==> src/rtl/time_set_if.sv <==
// rtl/time_set_if.sv - button, running-time and preset signals of the time-set controller
interface time_set_if;
    logic       btn_mode;
    logic       btn_up;
    logic       btn_down;
    logic [3:0] cur_sec1;
    logic [2:0] cur_sec10;
    logic [3:0] cur_min1;
    logic [2:0] cur_min10;
    logic [3:0] cur_hr1;
    logic [1:0] cur_hr10;
    logic       set_active;
    logic [1:0] sel;
    logic       blink;
    logic       load;
    logic [3:0] ld_sec1;
    logic [2:0] ld_sec10;
    logic [3:0] ld_min1;
    logic [2:0] ld_min10;
    logic [3:0] ld_hr1;
    logic [1:0] ld_hr10;

    modport master (
        output btn_mode, btn_up, btn_down,
        output cur_sec1, cur_sec10, cur_min1, cur_min10, cur_hr1, cur_hr10,
        input  set_active, sel, blink, load,
        input  ld_sec1, ld_sec10, ld_min1, ld_min10, ld_hr1, ld_hr10
    );

    modport slave (
        input  btn_mode, btn_up, btn_down,
        input  cur_sec1, cur_sec10, cur_min1, cur_min10, cur_hr1, cur_hr10,
        output set_active, sel, blink, load,
        output ld_sec1, ld_sec10, ld_min1, ld_min10, ld_hr1, ld_hr10
    );
endinterface

==> src/rtl/time_set_ctrl.sv <==
// rtl/time_set_ctrl.sv - debounced buttons, field-select FSM and BCD shadow time editor
module time_set_ctrl #(
    parameter int DEBOUNCE_CYCLES = 1250000,
    parameter int BLINK_CYCLES    = 62500000
) (
    input  logic         CLK,
    input  logic         RESET,
    time_set_if.slave    bus
);
    localparam int DW = $clog2(DEBOUNCE_CYCLES + 1);
    localparam int BW = $clog2(BLINK_CYCLES + 1);
    localparam logic [DW-1:0] DEB_MAX   = DW'(DEBOUNCE_CYCLES - 1);
    localparam logic [BW-1:0] BLINK_MAX = BW'(BLINK_CYCLES - 1);

    typedef enum logic [1:0] {
        RUN     = 2'd0,
        SET_HR  = 2'd1,
        SET_MIN = 2'd2,
        SET_SEC = 2'd3
    } state_t;

    // Button index: 0 = mode, 1 = up, 2 = down
    logic [2:0]    raw;
    logic [2:0]    s1_q, s2_q, db_q, db_d, press_q;
    logic [DW-1:0] cnt_q [3];
    logic [DW-1:0] cnt_d [3];

    assign raw = {bus.btn_down, bus.btn_up, bus.btn_mode};

    always_comb begin
        db_d = db_q;
        for (int i = 0; i < 3; i++) begin
            cnt_d[i] = '0;
            if (s2_q[i] != db_q[i]) begin
                if (cnt_q[i] == DEB_MAX) begin
                    db_d[i] = s2_q[i];
                end else begin
                    cnt_d[i] = cnt_q[i] + 1'b1;
                end
            end
        end
    end

    always_ff @(posedge CLK) begin
        if (RESET) begin
            s1_q    <= '0;
            s2_q    <= '0;
            db_q    <= '0;
            press_q <= '0;
            for (int i = 0; i < 3; i++) cnt_q[i] <= '0;
        end else begin
            s1_q    <= raw;
            s2_q    <= s1_q;
            db_q    <= db_d;
            press_q <= db_d & ~db_q;
            for (int i = 0; i < 3; i++) cnt_q[i] <= cnt_d[i];
        end
    end

    logic press_mode, press_up, press_down;
    assign press_mode = press_q[0];
    assign press_up   = press_q[1];
    assign press_down = press_q[2];

    function automatic logic [5:0] step_hr(input logic [1:0] t, input logic [3:0] o,
                                           input logic up);
        logic [1:0] nt;
        logic [3:0] no;
        nt = t;
        no = o;
        if (up) begin
            if (t == 2'd2 && o == 4'd3) begin
                nt = 2'd0; no = 4'd0;
            end else if (o >= 4'd9) begin
                nt = t + 2'd1; no = 4'd0;
            end else begin
                no = o + 4'd1;
            end
        end else begin
            if (t == 2'd0 && o == 4'd0) begin
                nt = 2'd2; no = 4'd3;
            end else if (o == 4'd0) begin
                nt = t - 2'd1; no = 4'd9;
            end else begin
                no = o - 4'd1;
            end
        end
        return {nt, no};
    endfunction

    function automatic logic [6:0] step_60(input logic [2:0] t, input logic [3:0] o,
                                           input logic up);
        logic [2:0] nt;
        logic [3:0] no;
        nt = t;
        no = o;
        if (up) begin
            if (t >= 3'd5 && o >= 4'd9) begin
                nt = 3'd0; no = 4'd0;
            end else if (o >= 4'd9) begin
                nt = t + 3'd1; no = 4'd0;
            end else begin
                no = o + 4'd1;
            end
        end else begin
            if (t == 3'd0 && o == 4'd0) begin
                nt = 3'd5; no = 4'd9;
            end else if (o == 4'd0) begin
                nt = t - 3'd1; no = 4'd9;
            end else begin
                no = o - 4'd1;
            end
        end
        return {nt, no};
    endfunction

    state_t        state_q, state_d;
    logic          load_q, load_d;
    logic [1:0]    sel_q;
    logic          act_q;
    logic          blink_q, blink_d;
    logic [BW-1:0] bcnt_q, bcnt_d;
    logic [1:0]    hr10_q, hr10_d;
    logic [3:0]    hr1_q, hr1_d, min1_q, min1_d, sec1_q, sec1_d;
    logic [2:0]    min10_q, min10_d, sec10_q, sec10_d;
    logic          edit;

    // Mode wins over any edit in the same cycle; up+down together cancel out.
    assign edit = !press_mode && (press_up ^ press_down);

    always_comb begin
        state_d = state_q;
        load_d  = 1'b0;
        hr10_d  = hr10_q;
        hr1_d   = hr1_q;
        min10_d = min10_q;
        min1_d  = min1_q;
        sec10_d = sec10_q;
        sec1_d  = sec1_q;
        case (state_q)
            RUN: begin
                if (press_mode) begin
                    state_d = SET_HR;
                    hr10_d  = bus.cur_hr10;
                    hr1_d   = bus.cur_hr1;
                    min10_d = bus.cur_min10;
                    min1_d  = bus.cur_min1;
                    sec10_d = bus.cur_sec10;
                    sec1_d  = bus.cur_sec1;
                end
            end
            SET_HR: begin
                if (press_mode) state_d = SET_MIN;
                else if (edit) {hr10_d, hr1_d} = step_hr(hr10_q, hr1_q, press_up);
            end
            SET_MIN: begin
                if (press_mode) state_d = SET_SEC;
                else if (edit) {min10_d, min1_d} = step_60(min10_q, min1_q, press_up);
            end
            SET_SEC: begin
                if (press_mode) begin
                    state_d = RUN;
                    load_d  = 1'b1;
                end else if (edit) begin
                    {sec10_d, sec1_d} = step_60(sec10_q, sec1_q, press_up);
                end
            end
            default: state_d = RUN;
        endcase

        blink_d = blink_q;
        bcnt_d  = bcnt_q;
        if (state_d != state_q || state_q == RUN) begin
            blink_d = 1'b0;
            bcnt_d  = '0;
        end else if (bcnt_q == BLINK_MAX) begin
            blink_d = ~blink_q;
            bcnt_d  = '0;
        end else begin
            bcnt_d = bcnt_q + 1'b1;
        end
    end

    always_ff @(posedge CLK) begin
        if (RESET) begin
            state_q <= RUN;
            load_q  <= 1'b0;
            sel_q   <= 2'd0;
            act_q   <= 1'b0;
            blink_q <= 1'b0;
            bcnt_q  <= '0;
            hr10_q  <= '0;
            hr1_q   <= '0;
            min10_q <= '0;
            min1_q  <= '0;
            sec10_q <= '0;
            sec1_q  <= '0;
        end else begin
            state_q <= state_d;
            load_q  <= load_d;
            sel_q   <= state_d;
            act_q   <= (state_d != RUN);
            blink_q <= blink_d;
            bcnt_q  <= bcnt_d;
            hr10_q  <= hr10_d;
            hr1_q   <= hr1_d;
            min10_q <= min10_d;
            min1_q  <= min1_d;
            sec10_q <= sec10_d;
            sec1_q  <= sec1_d;
        end
    end

    assign bus.set_active = act_q;
    assign bus.sel        = sel_q;
    assign bus.blink      = blink_q;
    assign bus.load       = load_q;
    assign bus.ld_hr10    = hr10_q;
    assign bus.ld_hr1     = hr1_q;
    assign bus.ld_min10   = min10_q;
    assign bus.ld_min1    = min1_q;
    assign bus.ld_sec10   = sec10_q;
    assign bus.ld_sec1    = sec1_q;
endmodule
==> src/flat_wrapper.sv <==
// flat-port wrapper written by rule: the top's interface ports become plain ports
module time_set_ctrl_flat 
#(
    parameter int DEBOUNCE_CYCLES = 1250000,
    parameter int BLINK_CYCLES    = 62500000
)
  (CLK, RESET, bus_btn_mode, bus_btn_up, bus_btn_down, bus_cur_sec1, bus_cur_sec10, bus_cur_min1, bus_cur_min10, bus_cur_hr1, bus_cur_hr10, bus_set_active, bus_sel, bus_blink, bus_load, bus_ld_sec1, bus_ld_sec10, bus_ld_min1, bus_ld_min10, bus_ld_hr1, bus_ld_hr10);
  time_set_if bus_i ();
  input  logic CLK;
  input  logic RESET;
  input wire logic [$bits(bus_i.btn_mode)-1:0] bus_btn_mode;
  input wire logic [$bits(bus_i.btn_up)-1:0] bus_btn_up;
  input wire logic [$bits(bus_i.btn_down)-1:0] bus_btn_down;
  input wire logic [$bits(bus_i.cur_sec1)-1:0] bus_cur_sec1;
  input wire logic [$bits(bus_i.cur_sec10)-1:0] bus_cur_sec10;
  input wire logic [$bits(bus_i.cur_min1)-1:0] bus_cur_min1;
  input wire logic [$bits(bus_i.cur_min10)-1:0] bus_cur_min10;
  input wire logic [$bits(bus_i.cur_hr1)-1:0] bus_cur_hr1;
  input wire logic [$bits(bus_i.cur_hr10)-1:0] bus_cur_hr10;
  output wire logic [$bits(bus_i.set_active)-1:0] bus_set_active;
  output wire logic [$bits(bus_i.sel)-1:0] bus_sel;
  output wire logic [$bits(bus_i.blink)-1:0] bus_blink;
  output wire logic [$bits(bus_i.load)-1:0] bus_load;
  output wire logic [$bits(bus_i.ld_sec1)-1:0] bus_ld_sec1;
  output wire logic [$bits(bus_i.ld_sec10)-1:0] bus_ld_sec10;
  output wire logic [$bits(bus_i.ld_min1)-1:0] bus_ld_min1;
  output wire logic [$bits(bus_i.ld_min10)-1:0] bus_ld_min10;
  output wire logic [$bits(bus_i.ld_hr1)-1:0] bus_ld_hr1;
  output wire logic [$bits(bus_i.ld_hr10)-1:0] bus_ld_hr10;
  assign bus_i.btn_mode = bus_btn_mode;
  assign bus_i.btn_up = bus_btn_up;
  assign bus_i.btn_down = bus_btn_down;
  assign bus_i.cur_sec1 = bus_cur_sec1;
  assign bus_i.cur_sec10 = bus_cur_sec10;
  assign bus_i.cur_min1 = bus_cur_min1;
  assign bus_i.cur_min10 = bus_cur_min10;
  assign bus_i.cur_hr1 = bus_cur_hr1;
  assign bus_i.cur_hr10 = bus_cur_hr10;
  assign bus_set_active = bus_i.set_active;
  assign bus_sel = bus_i.sel;
  assign bus_blink = bus_i.blink;
  assign bus_load = bus_i.load;
  assign bus_ld_sec1 = bus_i.ld_sec1;
  assign bus_ld_sec10 = bus_i.ld_sec10;
  assign bus_ld_min1 = bus_i.ld_min1;
  assign bus_ld_min10 = bus_i.ld_min10;
  assign bus_ld_hr1 = bus_i.ld_hr1;
  assign bus_ld_hr10 = bus_i.ld_hr10;
  time_set_ctrl #(.DEBOUNCE_CYCLES(DEBOUNCE_CYCLES), .BLINK_CYCLES(BLINK_CYCLES)) u_core (.CLK(CLK), .RESET(RESET), .bus(bus_i));
endmodule
==> config.mk <==
export PLATFORM = sky130hd
export DESIGN_NAME = time_set_ctrl_flat
export DESIGN_NICKNAME = d
export VERILOG_FILES = /design/src/rtl/time_set_if.sv /design/src/rtl/time_set_ctrl.sv /design/src/flat_wrapper.sv
export SDC_FILE = /design/constraint.sdc
export NUM_CORES = 1
export LEC_CHECK = 0
export ABC_AREA = 1
export CORE_MARGIN = 4
export CORE_UTILIZATION = 29
export DETAILED_ROUTE_END_ITERATION = 8
export PLACE_DENSITY = 0.47
export SETUP_SLACK_MARGIN = 0.3
export SLEW_MARGIN = 10
export SYNTH_ARGS = -nofsm -noshare
export SYNTH_HDL_FRONTEND = slang
export SYNTH_SLANG_ARGS = --single-unit
==> constraint.sdc <==
create_clock -name CLK -period 2.2 [get_ports CLK]
set_clock_uncertainty 0.05 [all_clocks]
set_input_delay 0.33 -clock CLK [delete_from_list [all_inputs] [get_ports CLK]]
set_output_delay 0.33 -clock CLK [all_outputs]
set_load 0.02 [all_outputs]
## After elaboration in Yosys (flattened, before gate mapping)

Memory sizes are Yosys's and may differ from the RTL's.
Cells that the tools add are included.

- Flip-flop bits (word level): 63
- Bits in latches: 0
- Memory bits (writable): 63
- Memory bits (read-only): 0
- Output and inout bits: 25
- Logic and storage cells: 178
- Memories: 1

- Add/subtract/negate cells: 16
- Multiply operators: 0
- Div/mod/pow operators: 0
- $lt $le $gt $ge: 5
- Equality and inequality tests: 26
- Shift operators: 0
- Mux-type cells: 78
- Bitwise logic cells: 8
- Reduce and logical (&&, ||, !) cells: 29

Memory list:

| memory | words | bits a word | rd ports | clocked after memory_dff | wr ports | line | text |
|---|---|---|---|---|---|---|---|
| u_core.cnt_q | 3 | 21 | 3 | 0 | 3 | time_set_ctrl.sv:25 | `logic [DW-1:0] cnt_q [3];` |

Operators by type and width:

| kind | count |
|---|---|
| $mux W21 | 9 |
| $mux W4 | 24 |
| $add A21 B1 Y21 const B | 3 |
| $eq A21 B21 Y1 const B | 3 |
| $mux W3 | 16 |
| $add A26 B1 Y26 const B | 1 |
| $eq A26 B26 Y1 const B | 1 |
| $mux W2 | 12 |
| $pmux W4 S2 | 3 |
| $reduce_and A6 Y1 | 3 |
| $add A4 B1 Y4 const B | 3 |
| $ge A4 B4 Y1 const B | 3 |
| $logic_not A4 Y1 | 3 |
| $ne A4 B1 Y1 const B | 3 |
| $ne A4 B4 Y1 const B | 3 |
| $pmux W3 S2 | 2 |
| $reduce_and A4 Y1 | 3 |
| $sub A4 B1 Y4 const B | 3 |
| $mux W1 | 10 |
| $ne A2 B1 Y1 const B | 4 |
| $pmux W2 S4 | 1 |
| $reduce_bool A2 Y1 | 4 |
| $logic_and A1 B1 Y1 | 7 |
| $add A3 B1 Y3 const B | 2 |
| 22 further kinds | 36 |

## Depth between registers and ports, before layout

- Depth after elaboration: 7
- Depth in mapped cells: 12
- Gate-level depth less buffers: 12

## Worst setup path after synthesis

No wires, ideal clock.

- Kind: reg-to-reg
- Start: register u_core.bus.sel[1] (netlist name)
- End: register u_core.bcnt_q[9]
- Library setup time: 64 ps
- Data arrival time: 1770 ps
- Data required time: 2086 ps
- Path slack: 316 ps
- Stages on the path, launching flop included: 11
- Period minus slack after synthesis: 1884 ps
- Cell sequence: dfxtp_1 -> inv_1 -> ha_1 -> nor2_2 -> inv_2 -> nand3_1 -> nand4_1 -> nor2_2 -> nand3_4 -> buf_4 -> nor2_1

RTL lines:

| item | line | text |
|---|---|---|
| to (signal assigned) | time_set_ctrl.sv:204 | `bcnt_q <= bcnt_d;` |
| to (decl) | time_set_ctrl.sv:122 | `logic [BW-1:0] bcnt_q, bcnt_d;` |

==> flow_summary.toml <==
[critical_path]
end_kind = "register"
required_ps = 2500
cp-start-kind = "register"
cp_max_fo = 6
worst_ep_arrival_time_ps = 2100
worst_r2r_endpoint = "u_core.bcnt_q[10]"
path_class = "reg -> reg"
reg2reg_from = "u_core.bus.sel[1]"
ff2ff_path_depth = 10
worst-r2r-setup-slack_ps = 400

[detailed_routing]
routed_wl_mm = 18.52
ant_nets = 0
drc = 0
num_vias = 6956
vias_per_cell = 4.465
first_pass_iters = 5
routedWlPerCell_um = 11.89
drt_iter0_markers = 412

[floorplan]
fp.dieArea_um2 = 28350
fp.dieW_um = 168.4
die_h_um = 168.4
core_area_um2 = 25250
pin_count = 50
initial_core_util = 0.2953
rows = 58

[finish]
drive_above_1_share = 0.09121
nets = 1271
final_util = 0.3583
syn_to_final_growth_pct = 21.31
fill_cells = 2732
antenna-diode-count = 0
fin_cells = 1558

[yosys]
yosys.area_share.simple = 0.3951
synth_top_family_by_area = "simple AND/OR/NAND/NOR gates"
seq_area_frac_synth = 0.3382
synth_nets = 1199
ys.flop_type = "dfxtp_1"
synth_mux_area_frac = 0
synthDistinctLibCells = 39
post_synth.cell_area_avg_um2 = 6.525
syn_area_um2 = 7458
synth_adder_area_share = 0.05200
synth_compound_area_frac = 0.06895
synth_edf_count = 0
yosysWarnings = 0
async_reset_ff_frac = 0
synth_cells = 1143
synth_xor_area_frac = 0.04932
ys_ff_latch = 126

[global_routing]
grt_pass1_vias = 6539
overflow = 0
antenna_found_initial = 0
grt_start_max_net_pins = 26
grt.total_usage = 0.1307
grt_first_pass_wirelength_mm = 31.11

[timing]
worstMarginPinSlew_ps = 405.6
max_freq_mhz = 554.3
timing.final.crit_share = 0.8201
hold_viol = 0
finalSetupTns_ps = 0
setup_viol = 0
finalMaxSlewViolations = 0
min_period_ps = 1804
maxSlewHeadroom = 0.7271
rsz0062_at_grt = "yes"

[clocking]
clock-sinks = 126
clock_path_buffers = 2
cts_hold_buf = 0
htree_levels = 4
cts.clk_slew.worst_paths_ps = 60
tritoncts = "yes"
clock_latency_ps = 420
cts-root-buf = "clkbuf_16"
cts_buffers = 17

[power_and_ir_drop]
p_leak_uw = 0.003454
pwr_density_cell_nw_per_um2 = 544.8
irDropWorstVdd_uv = 475.6
power.total_uw = 4929

[worst_hold_path]
min_path_cells = 2
holdPathEnd = "u_core.s2_q[1]"
worstHoldStart = "u_core.s1_q[1]"
min_path_type = "reg -> reg"

[job]
maxCapViolations = 0

[placement]
io_buffer_count = 49
gp_congestion = 0.8003
dp.cells = 1519
dpl.hpwl_mm = 13.57

[run_status]
run_status = "completed"
[how the worst max path moves through the flow]
stage	startpoint	slack, ps	to	cells after the start
after floorplan	u_core.bus.sel[1]	320	u_core.bcnt_q[9]	10
after global routing	u_core.bus.sel[1]	270	u_core.bcnt_q[20]	10
after detailed placement	RESET	270	u_core.cnt_q[0][53]	7
after CTS	u_core.bus.sel[1]	300	bus_sel[1]	1
after global placement	RESET	260	u_core.cnt_q[0][55]	7
final	u_core.bus.sel[1]	400	u_core.bcnt_q[10]	10
[metrics by stage]
step | setup WS (ps) | hold slack, ps | area, um2
2_1_floorplan | 316.4 | 338.3 | 7458
3_3_place_gp | 259.1 | 356.2 | 8389
3_5_place_dp | 269.0 | 356.8 | 8389
4_1_cts | 301.2 | 380.1 | 8902
5_1_grt | 266.6 | 398.6 | 9047
6_report | 395.8 | 370.1 | 9047
[synthesized netlist by cell type (2+ instances only)]
library cell,n,area share
nand2_1,268,0.13
nor2_1,194,0.098
inv_1,152,0.076
dfxtp_1,126,0.34
nand3_1,87,0.058
a21oi_1,61,0.041
nor3_1,36,0.024
ha_1,31,0.052
o21ai_0,29,0.019
xor2_1,27,0.032
nand4_1,26,0.022
xnor2_1,15,0.018
nand3b_1,11,0.011
or2_2,10,0.0084
nor2_2,9,0.0075
clkbuf_1,8,0.0040
buf_4,6,0.0060
nand3_2,5,0.0067
nor3b_1,5,0.0050
buf_2,4,0.0027
inv_2,4,0.0020
nand2_2,3,0.0025
o21ai_1,3,0.0020
a21oi_2,2,0.0023
buf_6,2,0.0030
clkbuf_2,2,0.0013
nand3_4,2,0.0047
nor3_2,2,0.0027
o21ai_2,2,0.0023
or2_0,2,0.0017
[kinds of logic (layout without fill, tap and decap cells)]
kind of cell / count (synthesis) / in the layout
AO/OA/AOI/OAI: 99 / 99
adder cells (fa/ha/maj): 31 / 31
XOR/XNOR: 42 / 42
AND/OR/NAND/NOR: 666 / 669
buffers and inverters: 179 / 261
flip-flops: 126 / 126
[critical path, stage by stage (launching register included)]
cell	delay (ps)
dfxtp_2	340
buf_4	160
ha_1	200
nor2_2	160
inv_2	50
nand3_1	70
nand4_1	140
nor2_4	170
buf_12	140
nand3_4	130
nor2_1	120
[report_power, final]
group | internal [uW] | switching, uW | leakage (uW)
Combinational | 57.7 | 46.8 | 0.00219
Sequential | 2290 | 4.00 | 0.00102
Clock | 1440 | 1090 | 0.000243
[per-layer routing]
layer | track usage | vias to the layer above | routed length [um]
met5 | 0 | - | 0
met4 | 0.03811 | 0 | 180
met3 | 0.02512 | 11 | 571
met2 | 0.2009 | 99 | 7953
met1 | 0.1861 | 3080 | 9814
li1 | - | 3766 | -
[cell type report]
type	instances	area, um2	share of cell area
multi-input combinational	841	4302	0.4755
sequential	126	2527	0.2794
timing repair buffer	72	685.7	0.07578
inverter	157	591.8	0.06541
clock buffer	20	436.7	0.04826
tap	330	412.9	0.04564
clock inverter	12	91.34	0.01010
[layout by cell type (no fill, tap or decap), types with 3 or more instances in the layout]
cell and count:
nor3_1 36, nor2_2 10, nor2_1 192, buf_4 21
nor3b_1 5, clkbuf_1 3, nand3_1 86, nand3b_1 11
inv_2 4, clkinv_4 3, o21ai_0 28, o21ai_1 4
xor2_1 27, clkdlybuf4s50_1 32, nand3_2 6, clkinvlp_4 5
or2_2 10, dlymetal6s2s_1 5, dfxtp_1 122, nand2_2 5
ha_1 26, nand4_1 26, a21oi_1 61, nand3_4 5
dlygate4sd2_1 12, dfxtp_2 4, nand2_1 266, inv_1 152
xnor2_1 15, ha_2 5, clkbuf_16 17
[timing repair]
action	4_1_cts	5_1_grt
resized for setup	12	24
setup buffers	0	4
pin swaps	0	5
gates cloned	0	3
setup endpoints to repair	12	84
endpoints found under the hold margin	0	0
[sequential cells by signal (all words and copies together), names as in the netlist]
| name | count |
|---|---|
| u_core.bus.blink | 1 |
| u_core.bus.ld_hr10 | 2 |
| u_core.press_q | 3 |
| u_core.bus.load | 1 |
| u_core.bus.sel | 2 |
| u_core.s1_q | 3 |
| u_core.bcnt_q | 26 |
| u_core.bus.ld_hr1 | 4 |
| u_core.db_q | 3 |
| u_core.cnt_q | 63 |
| u_core.bus.ld_sec10 | 3 |
| u_core.bus.ld_min1 | 4 |
| u_core.s2_q | 3 |
| u_core.bus.set_active | 1 |
| u_core.bus.ld_min10 | 3 |
| u_core.bus.ld_sec1 | 4 |
No activity file was read; power rests on OpenSTA's default activity.
